$ cat src/rtl/counter_pkg.sv
// Shared constants for the three-channel down-counter peripheral.
package counter_pkg;

  localparam logic [1:0] MODE_STOP     = 2'b00;
  localparam logic [1:0] MODE_ONESHOT  = 2'b01;
  localparam logic [1:0] MODE_PERIODIC = 2'b10;

  localparam logic [1:0] CH_CTRL = 2'b11;

endpackage

$ cat src/rtl/counter_chan.sv
// One down-counter channel: count, reload value and terminal output.
module counter_chan
  import counter_pkg::*;
#(
  parameter int CNT_W = 32
) (
  input  logic             clk,
  input  logic             rst,
  input  logic             tick,
  input  logic             load,
  input  logic [CNT_W-1:0] load_val,
  input  logic [1:0]       mode,
  output logic [CNT_W-1:0] count,
  output logic             out
);

  localparam logic [CNT_W-1:0] ONE = CNT_W'(1);

  logic [CNT_W-1:0] reload;
  logic             periodic;
  logic             run;

  always_comb begin
    periodic = 1'b0;
    run      = 1'b0;
    case (mode)
      MODE_ONESHOT:  run = 1'b1;
      MODE_PERIODIC: begin
        run      = 1'b1;
        periodic = 1'b1;
      end
      default:       run = 1'b0;
    endcase
  end

  // A load on a tick edge wins; zero always holds.
  always_ff @(posedge clk) begin
    if (rst) begin
      reload <= '0;
      count  <= '0;
      out    <= 1'b0;
    end else if (load) begin
      reload <= load_val;
      count  <= load_val;
      out    <= 1'b0;
    end else if (tick && run) begin
      if (count > ONE) begin
        count <= count - ONE;
      end else if (count == ONE) begin
        if (periodic) begin
          count <= reload;
          out   <= ~out;
        end else begin
          count <= '0;
          out   <= 1'b1;
        end
      end
    end
  end

endmodule

$ cat src/rtl/counter_timer_dev.sv
// Three-channel programmable down-counter with control/readback.
// COUNTER_PRESCALE_EN selects PRESCALE-divided ticks; else tick every clk.
module counter_timer_dev
  import counter_pkg::*;
#(
  parameter int PRESCALE = 50000,
  parameter int CNT_W    = 32
) (
  input  logic        clk,
  input  logic        rst,
  input  logic        counter_we,
  input  logic [1:0]  counter_ch,
  input  logic [31:0] counter_val,
  output logic        counter0_out,
  output logic        counter1_out,
  output logic        counter2_out,
  output logic [31:0] counter_out
);

  if (PRESCALE < 1) begin : g_bad_prescale
    $error("PRESCALE must be at least 1");
  end

  logic             tick;
  logic [5:0]       ctrl;
  logic [2:0]       load;
  logic             ctrl_we;
  logic [2:0]       outs;
  logic [CNT_W-1:0] cnt [3];
  logic [31:0]      rd;

`ifdef COUNTER_PRESCALE_EN
  logic [31:0] presc;

  assign tick = (presc == 32'(PRESCALE - 1));

  always_ff @(posedge clk) begin
    if (rst || tick) presc <= '0;
    else             presc <= presc + 32'd1;
  end
`else
  assign tick = 1'b1;
`endif

  always_comb begin
    load    = '0;
    ctrl_we = 1'b0;
    if (counter_we) begin
      unique case (counter_ch)
        2'd0:    load[0] = 1'b1;
        2'd1:    load[1] = 1'b1;
        2'd2:    load[2] = 1'b1;
        CH_CTRL: ctrl_we = 1'b1;
      endcase
    end
  end

  always_ff @(posedge clk) begin
    if (rst)          ctrl <= '0;
    else if (ctrl_we) ctrl <= counter_val[5:0];
  end

  for (genvar i = 0; i < 3; i++) begin : g_chan
    counter_chan #(.CNT_W(CNT_W)) u_chan (
      .clk      (clk),
      .rst      (rst),
      .tick     (tick),
      .load     (load[i]),
      .load_val (counter_val[CNT_W-1:0]),
      .mode     (ctrl[2*i +: 2]),
      .count    (cnt[i]),
      .out      (outs[i])
    );
  end

  assign counter0_out = outs[0];
  assign counter1_out = outs[1];
  assign counter2_out = outs[2];

  always_comb begin
    rd = '0;
    unique case (counter_ch)
      2'd0:    rd = 32'(cnt[0]);
      2'd1:    rd = 32'(cnt[1]);
      2'd2:    rd = 32'(cnt[2]);
      CH_CTRL: rd = {23'b0, outs, ctrl};
    endcase
  end

  always_ff @(posedge clk) begin
    if (rst) counter_out <= '0;
    else     counter_out <= rd;
  end

endmodule
$ cat config.mk
export PLATFORM = sky130hd
export DESIGN_NAME = counter_timer_dev
export DESIGN_NICKNAME = d
export VERILOG_FILES = /design/src/rtl/counter_pkg.sv /design/src/rtl/counter_chan.sv /design/src/rtl/counter_timer_dev.sv
export SDC_FILE = /design/constraint.sdc
export NUM_CORES = 1
export LEC_CHECK = 0
export BUFFER_PORTS_ARGS = -buffer_cell sky130_fd_sc_hd__buf_2
export CORE_ASPECT_RATIO = 2
export CORE_MARGIN = 2
export CORE_UTILIZATION = 62
export CTS_CLUSTER_SIZE = 10
export DETAILED_ROUTE_END_ITERATION = 10
export PLACE_DENSITY = 0.79
export SYNTH_ARGS = -nofsm -noshare
export SYNTH_HDL_FRONTEND = slang
export SYNTH_HIERARCHICAL = 1
export SYNTH_SLANG_ARGS = --single-unit
$ cat constraint.sdc
create_clock -name clk -period 3.01 [get_ports clk]
set_clock_uncertainty 0.15 [all_clocks]
set_input_delay 0.4515 -clock clk [delete_from_list [all_inputs] [get_ports clk]]
set_output_delay 0.4515 -clock clk [all_outputs]
set_load 0.02 [all_outputs]
# --- Word-level counts from Yosys, hierarchy flattened ---
# Cells that the tools add are included.
# W data, S select, Z words.
word_totals:
  register_bits: 233
  in_bits: 37
  out_inout_bits: 35
  elab_cells: 85
classes:
  n_addsub: 3
  order_cmp: 3
  n_eq_ne: 12
  muxes: 31
  n_bitwise: 6
  n_reduce_logical: 19
op_table:
  columns: ["cell", "n"]
  rows:
  - ["$mux W32", 15]
  - ["$pmux W32 S4", 1]
  - ["$eq A32 B1 Y1 const B", 3]
  - ["$gt A32 B1 Y1 const B", 3]
  - ["$sub A32 B1 Y32 const B", 3]
  - ["$mux W1", 14]
  - ["$reduce_or A2 Y1", 6]
  - ["$eq A2 B2 Y1 const B", 5]
  - ["$reduce_and A3 Y1", 3]
  - ["$reduce_bool A3 Y1", 3]
  - ["$eq A2 B1 Y1 const B", 4]
  - ["$not A1 Y1", 6]
  - ["$reduce_and A2 Y1", 3]
  - ["$reduce_bool A2 Y1", 3]
  - ["$mux W3", 1]
  - ["$logic_not A2 Y1", 1]

# --- Depth between registers and ports, before layout ---
logic_depth:
  word_depth: 7
  ltp_mapped: 11
  depth_no_buf: 8

# --- Hierarchy ---
# Netlist, hierarchy kept.
by_module_without_submodules:
  columns: ["mod", "instances", "cells_each", "area_each_um2", "seq_area_each_um2"]
  rows:
  - ["counter_chan at g_chan[0].u_chan ...", 2, 487, 3916.3, 1301.2]
  - ["counter_chan at g_chan[2].u_chan", 1, 472, 3927.5, 1301.2]
  - ["counter_timer_dev", 1, 206, 2139.6, 760.7]

# --- Worst setup path after synthesis ---
# No wires, ideal clock.
synth_timing:
  path_type: "input to register"
  start: "input port counter_ch[1]"
  end: "register g_chan[0].u_chan.reload[26]"
  arrival_ns: 2.324
  t_required_ns: 2.732
  setup_slack_ns: 0.409
  cell_stages: 8
  path_buffers: 5
  path_cell_list: "buf_2 buf_6 buf_4 nor3b_1 clkbuf_1 buf_1 mux2i_1 nor2_1"
synth_via:
  elab_chain_len: 3
synth_lines:
  columns: ["item", "line", "text"]
  rows:
  - ["start: declaration", "counter_timer_dev.sv:12", "input logic [1:0] counter_ch,"]
  - ["$logic_not A2 Y1", "counter_timer_dev.sv:49", "unique case (counter_ch)"]
  - ["$mux W1", "counter_timer_dev.sv:49", null]
  - ["$mux W3", "counter_timer_dev.sv:48", "if (counter_we) begin"]
  - ["via load[0]", "counter_timer_dev.sv:26", "logic [2:0] load;"]
  - ["end signal: assignment", "counter_chan.sv:43", "reload <= load_val;"]
  - ["end: declaration", "counter_chan.sv:19", "logic [CNT_W-1:0] reload;"]
# The timed path passes the listed nets, and every way through them passes these cells.
# A chain may end at the register's enable or synchronous reset.

# --- Final worst setup path ---
layout_timing:
  start: "register g_chan[1].u_chan.count[1]"
  end: "register g_chan[1].u_chan.count[30]"
layout_via:
  elab_chain_len: 4
  elab_cells_between_ends: 8
layout_lines:
  columns: ["item", "line", "text"]
  rows:
  - ["start: declaration", "counter_chan.sv:13", "output logic [CNT_W-1:0] count,"]
  - ["start signal: assignment", "counter_chan.sv:44", "count <= load_val;"]
  - ["start signal: assignment", "counter_chan.sv:48", "count <= count - ONE;"]
  - ["start signal: assignment", "counter_chan.sv:51", "count <= reload;"]
  - ["$sub A32 B1 Y32 / $gt A32 B1 Y1 (equally long branches)", "counter_chan.sv:48, counter_chan.sv:47", null]
  - ["$mux W32", "counter_chan.sv:47", "if (count > ONE) begin"]
  - ["$mux W32", "counter_chan.sv:46", "end else if (tick && run) begin"]
  - ["$mux W32", "counter_chan.sv:42", "end else if (load) begin"]
# Several ways; a longest one is shown, not always the timed one. The select of a mux whose other input is x is not followed.

==> results.py <==
metrics = {
    "critical_path": {
        "end_kind": "flop",
        "path_class": "reg2reg",
        "arrival_ps": 3290,
        "critPathSlowestCell": "nand4_1",
        "cp_cell_sequence": "inv_1 -> ha_1 -> nor3b_1 -> nand4_1 -> nor2_1 -> and4bb_2 -> mux2i_1 -> a31o_2",
        "reg2reg_depth": 8,
        "max_stage_delay_ps": 490,
        "crit_fanout": 7,
        "r2r_setup_slack_ps": 50,
        "startpoint_type": "flop",
        "required_ps": 3340,
    },
    "synth": {
        "synth_warnings": 6,
        "syn_inst": 1652,
        "ys.flop_type": "dfxtp_1",
        "avgSynthCellArea_um2": 8.41,
        "async_reset_ff_share_pct": 0,
        "ys_seq_elements": 233,
        "ys_types": 83,
        "seq_area_frac_synth_pct": 33.6,
        "syn-cell-area_mm2": 0.0139,
        "synth-edff-count": 0,
    },
    "route": {
        "drc": 0,
        "firstDrtPassIters": 7,
        "top_layer_used": "met5",
        "wl_met3_mm": 3.89,
        "met2_length_mm": 24.3,
        "routed_wl_mm": 50.1,
        "drt_iter0_markers": 1605,
        "ant_nets": 0,
        "vias": 13800,
        "viasPerCell": 6.88,
        "wl_met1_mm": 17.5,
        "wl_per_cell_um": 24.9,
    },
    "global_routing": {
        "grt_pass1_vias": 13400,
        "grt_max_degree": 97,
        "grt.total_usage_pct": 42.1,
        "grt_antenna_before_repair": 1,
        "grt-ovfl-total": 0,
        "grt_first_pass_wirelength_mm": 75.7,
    },
    "die": {
        "dieWidth_um": 110,
        "die_h_um": 216,
        "dieArea_mm2": 0.0237,
        "fp-row-count": 77,
        "initial_core_util_pct": 63.0,
        "io-pin-count": 72,
        "core_area_mm2": 0.0221,
    },
    "layout": {
        "fin_nets": 1779,
        "area_growth_pct": 11.1,
        "drive_gt1_share_pct": 18.3,
        "diodes": 0,
        "final_common_cell": "dfxtp_1",
        "mostFrequentLayoutCells": "233 x dfxtp_1, 159 x a21oi_1, 151 x nand2_1, 115 x nor2_1, 104 x buf_4",
    },
    "sta": {
        "min_period_over_period_pct": 98.2,
        "setup_viol": 0,
        "slew_violations": 0,
        "rsz0062_at_grt": "no",
        "tns_ps": 0,
        "max_slew_margin_pct": 18.7,
        "period_needed_ps": 2960,
        "tightestPinTransition_ps": 1220,
        "hold_viol_final": 0,
        "max_freq_ghz": 0.338,
    },
    "clock_network": {
        "h-tree-depth": 1,
        "cts_buffer_depth": 3,
        "post_cts_buffers": 0,
        "cts_resized": 0,
        "cts_tree": "yes",
        "cts_hold_buf": 0,
        "cts_root_buf": "clkbuf_16",
        "clkLatencyLatePin_ps": 560,
        "cts_sinks": 233,
        "numCtsBuffers": 27,
        "clkTransAtPathRegs_ps": 50,
    },
    "status": {
        "status": "finished clean",
    },
    "worst_hold_path": {
        "min_path_type": "in2reg",
        "hold_depth": 3,
    },
    "place": {
        "io_buffers": 71,
        "dp_hpwl_mm": 36.2,
        "place_congestion": 1.08,
    },
    "flow_run": {
        "cap_violations": 0,
    },
    "pwr": {
        "power_uw": 8970,
        "p_leak_uw": 0.00588,
        "p_per_area_mw_per_mm2": 581,
        "peakVddDrop_mv": 0.525,
    },
}
[path summary, 6_finish.rpt]
path,startpoint,end
setup reg to reg,g_chan[1].u_chan/count[1]$_SDFFE_PP0P_,g_chan[1].u_chan/count[30]$_SDFFE_PP0P_
setup / recovery,g_chan[1].u_chan/count[1]$_SDFFE_PP0P_,g_chan[1].u_chan/count[30]$_SDFFE_PP0P_
hold reg to reg,g_chan[1].u_chan/reload[3]$_SDFFE_PP0P_,g_chan[1].u_chan/reload[3]$_SDFFE_PP0P_
hold / removal,counter_val[1],ctrl[1]$_SDFFE_PP0P_
[sequential cells by signal, summed over array words and instances (netlist names)]
name,flops
g_chan.u_chan/count,96
ctrl,6
g_chan.u_chan/out,3
g_chan.u_chan/reload,96
counter_out,32
[where the power goes]
group | switching [uW] | leakage (uW) | total (uW) | internal (uW)
Combinational | 1640 | 0.00363 | 2640 | 994
Sequential | 208 | 0.00190 | 3460 | 3250
Clock | 1250 | 0.000356 | 2880 | 1630
Total | 3100 | 0.00588 | 8970 | 5870
[cell usage after synthesis, drive strengths merged (31+ instances only)]
master / instances / area share [%]
dfxtp: 233 / 34
a21oi: 164 / 6.0
nand2: 151 / 4.1
nor2: 116 / 3.1
nand2b: 80 / 3.7
mux2i: 76 / 5.5
clkbuf: 72 / 2.0
o21ai: 65 / 2.3
a211oi: 59 / 4.6
buf: 57 / 3.5
inv: 51 / 1.4
o22ai: 46 / 2.1
nand3: 42 / 1.6
xor2: 41 / 2.6
nor4: 39 / 2.9
a221oi: 38 / 2.8
nor3: 38 / 1.5
nand4: 31 / 1.5
[critical path, delay by kind of cell (launching register included)]
family	cells	cell delay [ps]
compound gates	1	160
fa+ha+maj	1	330
buf+inv	1	110
flops	1	360
mux	1	190
simple gates	4	1580
[layer usage]
layer  track usage (%)  up-vias
met2              70.7      796
met3              7.97      274
met1              46.3     6583
li1                  -     6177
met4              29.6        2
met5                 0        -
[final cells by class]
cell class,instances,area (um2)
multi-input combinational,1242,8310
fill,1866,6620
sequential,233,4660
timing repair buffer,178,1220
clock buffer,29,703
tap,276,345
inverter,51,191
clock inverter,2,13.8
[metrics by stage]
step                util (%)  hold WS, ps  cell area, um2  cells  worst slack, ps
CTS                     70.0         44.4           15400   2011              190
global placement        66.8          307           14700   1980              249
finish                  70.0         55.1           15400   2011             54.9
floorplan                  -          299           13900   1657              409
global route            70.0         62.6           15400   2011             54.6
detailed placement      66.8          312           14700   1980              206
[kinds of logic (layout without fill, tap and decap cells)]
group	Yosys count	after routing	synth area share (%)
flops	233	233	33.6
xor+xnor	70	70	4.41
simple gates	589	589	23.5
fa+ha+maj	9	9	0.810
compound gates	488	488	24.9
buf+inv	182	260	7.00
other cells	1	6	0.0270
mux	80	80	5.80
(Power assumes the default switching activity.)
